===== src/rtl/ram_frame_reader_pkg.sv =====
// rtl/ram_frame_reader_pkg.sv - shared constants, FSM encoding and parameter checks for ram_frame_reader
package ram_frame_reader_pkg;

  localparam int DATA_W          = 32;
  localparam int MAX_RAM_LATENCY = 4;

  localparam logic [1:0] ST_IDLE  = 2'd0;
  localparam logic [1:0] ST_READ  = 2'd1;
  localparam logic [1:0] ST_DRAIN = 2'd2;
  localparam logic [1:0] ST_DONE  = 2'd3;

  typedef enum logic [1:0] {
    S_IDLE  = ST_IDLE,
    S_READ  = ST_READ,
    S_DRAIN = ST_DRAIN,
    S_DONE  = ST_DONE
  } state_t;

  function automatic bit frame_len_ok(input int frame_len, input int addr_w);
    return (frame_len >= 1) && (frame_len <= (1 << addr_w));
  endfunction

  function automatic bit ram_latency_ok(input int ram_latency);
    return (ram_latency >= 1) && (ram_latency <= MAX_RAM_LATENCY);
  endfunction

endpackage


===== src/rtl/ram_frame_reader_if.sv =====
// rtl/ram_frame_reader_if.sv - RAM read port and output word stream of ram_frame_reader
interface ram_frame_reader_if #(
  parameter int ADDR_W = 6
);
  import ram_frame_reader_pkg::*;

  logic              o_ram_rd_en;
  logic [ADDR_W-1:0] o_ram_rd_addr;
  logic [DATA_W-1:0] i_ram_rd_data;
  logic              o_data_valid;
  logic [DATA_W-1:0] o_data;

  modport master (
    output o_ram_rd_en,
    output o_ram_rd_addr,
    input  i_ram_rd_data,
    output o_data_valid,
    output o_data
  );

  modport slave (
    input  o_ram_rd_en,
    input  o_ram_rd_addr,
    output i_ram_rd_data,
    input  o_data_valid,
    input  o_data
  );

endinterface


===== src/rtl/ram_frame_reader_rd_latency_pipe.sv =====
// rtl/ram_frame_reader_rd_latency_pipe.sv - valid shift register matching a RAM read latency
module rd_latency_pipe #(
  parameter int DEPTH = 1
) (
  input  logic i_clk,
  input  logic i_rst,
  input  logic i_valid,
  output logic o_valid
);

  logic [DEPTH-1:0] r_pipe;

  generate
    if (DEPTH == 1) begin : g_single
      always_ff @(posedge i_clk or posedge i_rst) begin
        if (i_rst) r_pipe <= '0;
        else       r_pipe <= i_valid;
      end
    end else begin : g_shift
      always_ff @(posedge i_clk or posedge i_rst) begin
        if (i_rst) r_pipe <= '0;
        else       r_pipe <= {r_pipe[DEPTH-2:0], i_valid};
      end
    end
  endgenerate

  assign o_valid = r_pipe[DEPTH-1];

endmodule


===== src/rtl/ram_frame_reader.sv =====
// rtl/ram_frame_reader.sv - streams one stored frame out of synchronous RAM as a contiguous valid-qualified word run
module ram_frame_reader
  import ram_frame_reader_pkg::*;
#(
  parameter int FRAME_LEN   = 64,
  parameter int ADDR_W      = 6,
  parameter int BASE_ADDR   = 0,
  parameter int RAM_LATENCY = 1
) (
  input  logic               i_clk,
  input  logic               i_rst,
  input  logic               i_start,
  ram_frame_reader_if.master bus,
  output logic               o_busy,
  output logic               o_read_done
);

  generate
    if (!frame_len_ok(FRAME_LEN, ADDR_W)) begin : g_bad_frame_len
      $error("ram_frame_reader: FRAME_LEN must lie in 1..2**ADDR_W");
    end
    if (!ram_latency_ok(RAM_LATENCY)) begin : g_bad_ram_latency
      $error("ram_frame_reader: RAM_LATENCY must lie in 1..4");
    end
  endgenerate

  localparam logic [ADDR_W:0]   LAST_IDX   = (ADDR_W+1)'(FRAME_LEN - 1);
  localparam logic [ADDR_W-1:0] BASE       = ADDR_W'(BASE_ADDR);
  localparam logic [2:0]        DRAIN_LAST = 3'(RAM_LATENCY);

  state_t            r_state;
  state_t            w_state_next;
  logic [ADDR_W:0]   r_index;
  logic [2:0]        r_drain_cnt;
  logic              w_rd_en;
  logic              w_pipe_tail;
  logic              r_data_valid;
  logic [DATA_W-1:0] r_data;

  always_ff @(posedge i_clk or posedge i_rst) begin
    if (i_rst) r_state <= S_IDLE;
    else       r_state <= w_state_next;
  end

  always_comb begin
    w_state_next = r_state;
    case (r_state)
      S_IDLE:  if (i_start) w_state_next = S_READ;
      S_READ:  if (r_index == LAST_IDX) w_state_next = S_DRAIN;
      S_DRAIN: if (r_drain_cnt == DRAIN_LAST) w_state_next = S_DONE;
      S_DONE:  w_state_next = S_IDLE;
      default: w_state_next = S_IDLE;
    endcase
  end

  // Drain spans RAM_LATENCY+1 cycles so the final word reaches o_data before DONE.
  always_ff @(posedge i_clk or posedge i_rst) begin
    if (i_rst) begin
      r_index     <= '0;
      r_drain_cnt <= '0;
    end else begin
      r_index     <= (r_state == S_READ)  ? r_index + 1'b1     : '0;
      r_drain_cnt <= (r_state == S_DRAIN) ? r_drain_cnt + 1'b1 : '0;
    end
  end

  assign w_rd_en           = (r_state == S_READ);
  assign bus.o_ram_rd_en   = w_rd_en;
  assign bus.o_ram_rd_addr = w_rd_en ? BASE + r_index[ADDR_W-1:0] : '0;

  rd_latency_pipe #(
    .DEPTH (RAM_LATENCY)
  ) u_rd_pipe (
    .i_clk   (i_clk),
    .i_rst   (i_rst),
    .i_valid (w_rd_en),
    .o_valid (w_pipe_tail)
  );

  // o_data is only loaded on a live RAM word, so it holds between frames.
  always_ff @(posedge i_clk or posedge i_rst) begin
    if (i_rst) begin
      r_data_valid <= 1'b0;
      r_data       <= '0;
    end else begin
      r_data_valid <= w_pipe_tail;
      if (w_pipe_tail) r_data <= bus.i_ram_rd_data;
    end
  end

  assign bus.o_data_valid = r_data_valid;
  assign bus.o_data       = r_data;
  assign o_busy           = (r_state != S_IDLE);
  assign o_read_done      = (r_state == S_DONE);

endmodule


===== src/flat_wrapper.sv =====
// flat-port wrapper written by rule: the top's interface ports become plain ports
module ram_frame_reader_flat import ram_frame_reader_pkg::*;
#(
  parameter int FRAME_LEN   = 64,
  parameter int ADDR_W      = 6,
  parameter int BASE_ADDR   = 0,
  parameter int RAM_LATENCY = 1
)
  (i_clk, i_rst, i_start, o_busy, o_read_done, bus_o_ram_rd_en, bus_o_ram_rd_addr, bus_i_ram_rd_data, bus_o_data_valid, bus_o_data);
  ram_frame_reader_if #(.ADDR_W(ADDR_W)) bus_i ();
  input  logic i_clk;
  input  logic i_rst;
  input  logic i_start;
  output logic o_busy;
  output logic o_read_done;
  output wire logic [$bits(bus_i.o_ram_rd_en)-1:0] bus_o_ram_rd_en;
  output wire logic [$bits(bus_i.o_ram_rd_addr)-1:0] bus_o_ram_rd_addr;
  input wire logic [$bits(bus_i.i_ram_rd_data)-1:0] bus_i_ram_rd_data;
  output wire logic [$bits(bus_i.o_data_valid)-1:0] bus_o_data_valid;
  output wire logic [$bits(bus_i.o_data)-1:0] bus_o_data;
  assign bus_o_ram_rd_en = bus_i.o_ram_rd_en;
  assign bus_o_ram_rd_addr = bus_i.o_ram_rd_addr;
  assign bus_i.i_ram_rd_data = bus_i_ram_rd_data;
  assign bus_o_data_valid = bus_i.o_data_valid;
  assign bus_o_data = bus_i.o_data;
  ram_frame_reader #(.FRAME_LEN(FRAME_LEN), .ADDR_W(ADDR_W), .BASE_ADDR(BASE_ADDR), .RAM_LATENCY(RAM_LATENCY)) u_core (.i_clk(i_clk), .i_rst(i_rst), .i_start(i_start), .bus(bus_i), .o_busy(o_busy), .o_read_done(o_read_done));
endmodule

===== config.mk =====
export PLATFORM = sky130hd
export DESIGN_NAME = ram_frame_reader_flat
export DESIGN_NICKNAME = d
export VERILOG_FILES = /design/src/rtl/ram_frame_reader_pkg.sv /design/src/rtl/ram_frame_reader_if.sv /design/src/rtl/ram_frame_reader_rd_latency_pipe.sv /design/src/rtl/ram_frame_reader.sv /design/src/flat_wrapper.sv
export SDC_FILE = /design/constraint.sdc
export NUM_CORES = 1
export LEC_CHECK = 0
export ABC_AREA = 1
export CELL_PAD_IN_SITES_DETAIL_PLACEMENT = 1
export CELL_PAD_IN_SITES_GLOBAL_PLACEMENT = 1
export CORE_ASPECT_RATIO = 0.5
export CORE_MARGIN = 5
export CORE_UTILIZATION = 34
export CTS_CLUSTER_DIAMETER = 40
export DETAILED_ROUTE_END_ITERATION = 8
export HOLD_SLACK_MARGIN = 0.03
export MAX_ROUTING_LAYER = met4
export PLACE_DENSITY_LB_ADDON = 0.1
export SYNTH_ARGS = -nofsm -noshare
export SYNTH_HDL_FRONTEND = slang
export SYNTH_SLANG_ARGS = --single-unit

===== constraint.sdc =====
create_clock -name i_clk -period 1.66 [get_ports i_clk]
set_clock_uncertainty 0.15 [all_clocks]
set_input_delay 0.166 -clock i_clk [delete_from_list [all_inputs] [get_ports i_clk]]
set_output_delay 0.166 -clock i_clk [all_outputs]
set_load 0.02 [all_outputs]

==> summary.txt, run 1 <==
hold crit path type: input port to asynchronous set/reset pin
clock latency on the worst-skew pair: 0.28 ns
CP max stage delay: 0.64 ns
max-slew violations: 0
drt total wl: 4680 um
die height: 65.0 um
port buffer count: 76
final setup vio count: 0
Clock Tree Buf Depth: 2
cts bufs inserted: 5
synthesized instance count: 150
All-Layer GR Usage: 0.127
Placeable Area: 5980 um^2
post-route cell area: 3070 um^2
Yosys cell types: 19
Post-Syn Nets: 193
initial antenna violation count: 0
pwr dens: 2010 nW/um^2
Final HPWL DP: 3410 um
DRC: 0
worst path arrival time: 1.28 ns
crit path launch: u_core.bus.o_data[6]$_DFFE_PP0P_
# diodes: 0
layout cells sized above 1: 0.301
Worst Setup End Kind: output port
Post-Syn Area: 2060 um^2
gpl congestion: 0.708
Seq cells post-synth: 46
commonest non-fill, non-tap cell in the layout: clkdlybuf4s50_1
Hold Slack: 0.0792 ns
clk sinks: 46
starting density of the core: 0.344
Post-CTS Hold Fix Bufs: 0
CTS tree: yes
Crit path depth: 1
CTS root buffer: clkbuf_16
crit share post-route: 0.964
vias in the first global route: 1459
FP Rows: 20
Critical-path top delay cell: clkdlybuf4s50_1
Die Span X: 120 um
Placed Area: 2940 um^2
Fill cells: 645
slew margin rel.: 0.772
Crit path required time: 1.34 ns
CTS clk-pin slew, worst paths: 0.06 ns
Worst IR Drop VDD: 0.669 mV
Synth top area share: 0.559
Final #Nets: 281
vias post-DR: 1394
largest cells by area after synthesis: dfrtp_1 (56%), mux2_4 (22%), ha_1 (4.9%)
R2R cell count: 6
IO Count: 77
worst-margin pin slew: 0.342 ns
post-CTS setup buffers: 0
RSZ-0062 raised after global routing: no
via/cell ratio: 4.41
FF-to-FF Start: u_core.r_state[0]$_DFFE_PP0P_
Avg Cell Area, Syn: 13.7 um^2
worst path bufs/invs: 1
Crit Path Max Fanout: 2
initial drt markers: 21
Fin. Hold Viols: 0
Final min period: 1.60 ns
antenna-violating nets left: 0
CTS H-tree depth: 2
post-DR wirelength/cell: 14.8 um
CP Class: register to output port
status: finished clean
critical-path cell list: clkdlybuf4s50_1
synthesis-to-layout area growth: 49.1%
Synth area leader: dfrtp_1
MaxCap Viol Count: 0
Die Area: 7800 um^2
Top delay family on crit path: buffers and inverters
Yosys warnings: 0
most frequent cells in the layout: clkdlybuf4s50_1 (67), dfrtp_1 (45), mux2_4 (30)
GRT overflow: 0
Reg area: 1150 um^2
fmax: 625 MHz
sequential area share after synthesis: 0.559
area of the multi-input gates: 802 um^2
largest net degree at the start of global routing: 47
Worst Setup Start Kind: register
final setup TNS: 0 ns
global-route wire length before repair: 7480 um
fin util: 0.513
DR pass1 iterations: 2
Lkg Pwr: 0.00147 uW
## worst min-delay path, cell delays in order
cell             delay [ns]
clkdlybuf4s50_1        0.41
inv_2                  0.07
buf_12                 0.24
## report_power, final
part / switching, uW / total [uW] / internal [uW] / leakage, uW
sequential: 282 / 1910 / 1620 / 0.000562
clock: 405 / 963 / 558 / 0.0000708
combinational: 1480 / 3320 / 1840 / 0.000836
## state kept, by name, indices dropped and copies added, names as in the netlist
signal and count:
u_core.r_drain_cnt 3, u_core.r_index 7, u_core.u_rd_pipe.o_valid 1, u_core.bus.o_data 32, u_core.r_state 2, u_core.bus.o_data_valid 1
## logic make-up (layout without fill, tap and decap cells)
group / after synthesis / in the layout / synth area share
fa+ha+maj: 8 / 8 / 0.0486
mux: 32 / 32 / 0.230
buf+inv: 22 / 111 / 0.0584
compound gates: 11 / 11 / 0.0347
flops: 46 / 46 / 0.559
simple gates: 31 / 31 / 0.0693
## area by class of cell
class,count,area share
clock buffers,6,0.0420
multi-input cells,82,0.261
inverters,17,0.0208
clock inverters,2,0.00448
flip-flops and latches,46,0.375
well taps,77,0.0314
repair buffers,86,0.265
## path summary, 6_finish.rpt
| path | end | slack, ns |
|---|---|---|
| max in group asynchronous | u_core.u_rd_pipe.o_valid$_DFF_PP0_ | 1.04 |
| max | bus_o_data[6] | 0.06 |
| min | u_core.r_drain_cnt[2]$_DFF_PP0_ | 0.08 |
| max reg2reg | u_core.r_state[0]$_DFFE_PP0P_ | 0.10 |
| min reg2reg | u_core.r_drain_cnt[0]$_DFF_PP0_ | 0.32 |
| min in group i_clk | u_core.r_drain_cnt[0]$_DFF_PP0_ | 0.32 |
## cell usage after synthesis, drive strengths merged
cell type,number
ha,8
o21ai,3
buf,5
nor2,7
dfrtp,46
nand3,3
or2,1
mux2,32
nand2,20
o21a,1
a22oi,1
inv,17
a21oi,6
## through the flow
step	setup slack, ns	cells	total power (uW)
6_report	0.0594	316	6180
5_1_grt	0.00678	316	6560
4_1_cts	0.00475	315	6260
3_5_place_dp	-0.124	307	5270
3_3_place_gp	-0.0886	307	5180
2_1_floorplan	0.170	150	3940
## layer usage
layer / up-vias / global-route usage / wire length, um
met3: 5 / 0.0392 / 228
met2: 34 / 0.225 / 2350
met5: - / - / 0
li1: 659 / - / -
met1: 696 / 0.144 / 2080
met4: 0 / 0.0257 / 26
## repair_timing
item / in CTS / in global routing
gates cloned: 0 / 1
endpoints found under the setup margin: 9 / 9
resized for setup: 31 / 12
Power figures use the tool's default switching activity.
==> inputs of run 2 (changes only) <==
CORE_ASPECT_RATIO = 1.4   (was 0.5)
SYNTH_HIERARCHICAL = 1   (was not set)
==> run 2 against run 1 <==
Net effect:
- sequential share of layout area grew 0.51 points
- synthesized cell count is 1.3% higher
- non-clock buffer count rose by 2
- die area down 1.2%
- critical endpoint is now bus_o_data[9]
- hold slack better by 0.26 ns
- combinational power about the same
- core utilization grew 0.33 points
- wire length increased by 8.0%
- register-to-register slack barely moved
- worst setup slack gained 0.0090 ns
- critical path depth did not move
- first-iteration DRC count grew 95%
==> summary.txt, run 2 <==
status: finished clean
FP Rows: 33
RSZ-0062 raised after global routing: no
Crit Path Max Fanout: 2
# diodes: 0
clock share of power: 0.115
area of the multi-input gates: 796 um^2
vias post-DR: 1417
Die Span X: 75.7 um
initial antenna violation count: 0
Net Sw Frac: 0.358
Reg area: 1150 um^2
Synth top area share: 0.561
DR pass1 iterations: 4
gpl congestion: 0.760
MaxCap Viol Count: 0
fmax: 628 MHz
commonest non-fill, non-tap cell in the layout: clkdlybuf4s50_1
Psw: 2140 uW
Fill cells: 627
Lkg Pwr: 0.00146 uW
initial drt markers: 41
Post-synth ARST share: 1.00
critical-path cell list: clkdlybuf4s50_1
starting density of the core: 0.350
CTS H-tree depth: 2
antenna-violating nets left: 0
CP max stage delay: 0.63 ns
Critical-path top delay cell: clkdlybuf4s50_1
Yosys cell types: 17
max-slew violations: 0
All-Layer GR Usage: 0.140
Placeable Area: 5860 um^2
crit share post-route: 0.959
most frequent cell after synthesis: dfrtp_1
worst-margin pin slew: 0.331 ns
Comb power frac: 0.557
CP Class: register to output port
EDFF count, synth: 0
Crit path required time: 1.34 ns
vias in the first global route: 1643
final setup vio count: 0
cts bufs inserted: 5
sequential area share after synthesis: 0.561
Avg Cell Area, Syn: 13.5 um^2
Worst Setup Start Kind: register
synthesized instance count: 152
ys flop type: dfrtp_1
global-route wire length before repair: 8020 um
synthesis-to-layout area growth: 47.6%
clock latency on the worst-skew pair: 0.28 ns
Clock Tree Buf Depth: 2
Post-Syn Area: 2050 um^2
die height: 102 um
worst path bufs/invs: 1
CTS root buffer: clkbuf_8
slew margin rel.: 0.779
Yosys warnings: 6
largest net degree at the start of global routing: 25
Seq cells post-synth: 46
Final #Nets: 285
Final min period: 1.59 ns
hold crit path type: register to register
Final HPWL DP: 3960 um
GRT overflow: 0
pwr dens: 1970 nW/um^2
post-DR wirelength/cell: 16.1 um
layout cells sized above 1: 0.296
worst path arrival time: 1.28 ns
max reg flops: 32
drt total wl: 5050 um
Worst IR Drop VDD: 0.932 mV
Synth area leader: dfrtp_1
Die Area: 7710 um^2
final setup TNS: 0 ns
most frequent cells in the layout: clkdlybuf4s50_1 (67), dfrtp_1 (45), mux2_4 (30)
CTS clk-pin slew, worst paths: 0.08 ns
largest cells by area after synthesis: dfrtp_1 (56%), mux2_4 (22%), ha_1 (4.9%)
most frequent cells after synthesis: dfrtp_1 (46), mux2_4 (30), inv_1 (18)
Fin. Hold Viols: 0
Internal Power: 3840 uW
port buffer count: 76
DRC: 0
fin util: 0.516
sequential power share: 0.328
via/cell ratio: 4.53
clk sinks: 46
Top delay family on crit path: buffers and inverters
Post-Syn Nets: 195
Worst Setup End Kind: output port
IO Count: 77
CTS tree: yes
-- run 2: cell count changes after synthesis, sizes merged --
cell   change
nand2      +1
xnor2      +1
inv        +1
a21oi      -2
o21ai      -2
nor2       +3
-- run 2: path summary, 6_finish.rpt --
check	from	end	slack (ns)	cells past startpoint
max	u_core/bus.o_data[9]$_DFFE_PP0P_	bus_o_data[9]	0.07	1
max reg2reg	u_core/r_state[0]$_DFFE_PP0P_	u_core/r_state[0]$_DFFE_PP0P_	0.09	6
min in group asynchronous	i_rst	u_core/u_rd_pipe/o_valid$_DFF_PP0_	0.49	3
min reg2reg	u_core/r_drain_cnt[0]$_DFF_PP0_	u_core/r_drain_cnt[0]$_DFF_PP0_	0.34	1
max in group asynchronous	i_rst	u_core/r_index[3]$_DFF_PP0_	0.39	4
min	u_core/r_drain_cnt[0]$_DFF_PP0_	u_core/r_drain_cnt[0]$_DFF_PP0_	0.34	1
-- run 2: cell families (layout without fill, tap and decap cells) --
group	count (synthesis)	after routing	share of synthesized area
AOI/OAI and AO/OA	7	7	0.0195
buffers and inverters	23	114	0.0604
xor gates and xnor gates	1	1	0.00427
and+or+nand+nor	35	35	0.0756
adders and majority gates	8	8	0.0488
DFF	46	46	0.561
muxes	32	32	0.230
-- run 2: area by class of cell --
cell class,instances,area share
clock buffer,7,0.0285
clock inverter,1,0.00165
inverter,18,0.0223
multi-input combinational,83,0.263
sequential,46,0.381
tap,70,0.0289
timing repair buffer,88,0.275
-- run 2: stage by stage --
| step | power (uW) | setup slack (ns) | cells | area, um^2 | hold slack (ns) |
|---|---|---|---|---|---|
| after global routing | 6340 | 0.00889 | 313 | 3030 | 0.334 |
| final | 5980 | 0.0684 | 313 | 3030 | 0.341 |
| after global placement | 5190 | -0.188 | 303 | 2930 | 0.229 |
| after detailed placement | 5310 | -0.262 | 303 | 2930 | 0.231 |
| after floorplan | 3920 | 0.172 | 152 | 2050 | -0.255 |
| after CTS | 6050 | 0.00256 | 313 | 3040 | 0.331 |
-- run 2: power groups by stage --
| stage | clock network [uW] | registers, uW | logic, uW |
|---|---|---|---|
| 3_5_place_dp | 0 | 1990 | 3320 |
| 6_report | 686 | 1960 | 3330 |
| 4_1_cts | 715 | 1980 | 3360 |
| 5_1_grt | 769 | 2030 | 3530 |
| 3_3_place_gp | 0 | 1940 | 3250 |
| 2_1_floorplan | 0 | 2410 | 1510 |
-- run 2: repair_timing --
| action | 4_1_cts | 5_1_grt |
|---|---|---|
| gates resized for setup | 36 | 12 |
| hold buffers | 1 | 0 |
| hold endpoints to repair | 1 | 0 |
| buffers inserted | 1 | 0 |
| endpoints found under the setup margin | 9 | 9 |
-- run 2: per-layer routing --
metal / track usage / part of all wire / wire (um)
met1: 0.156 / 0.38 / 1940
met3: 0.0305 / 0.070 / 355
met2: 0.246 / 0.54 / 2720
met4: 0.0363 / 0.0083 / 42
met5: - / 0 / 0
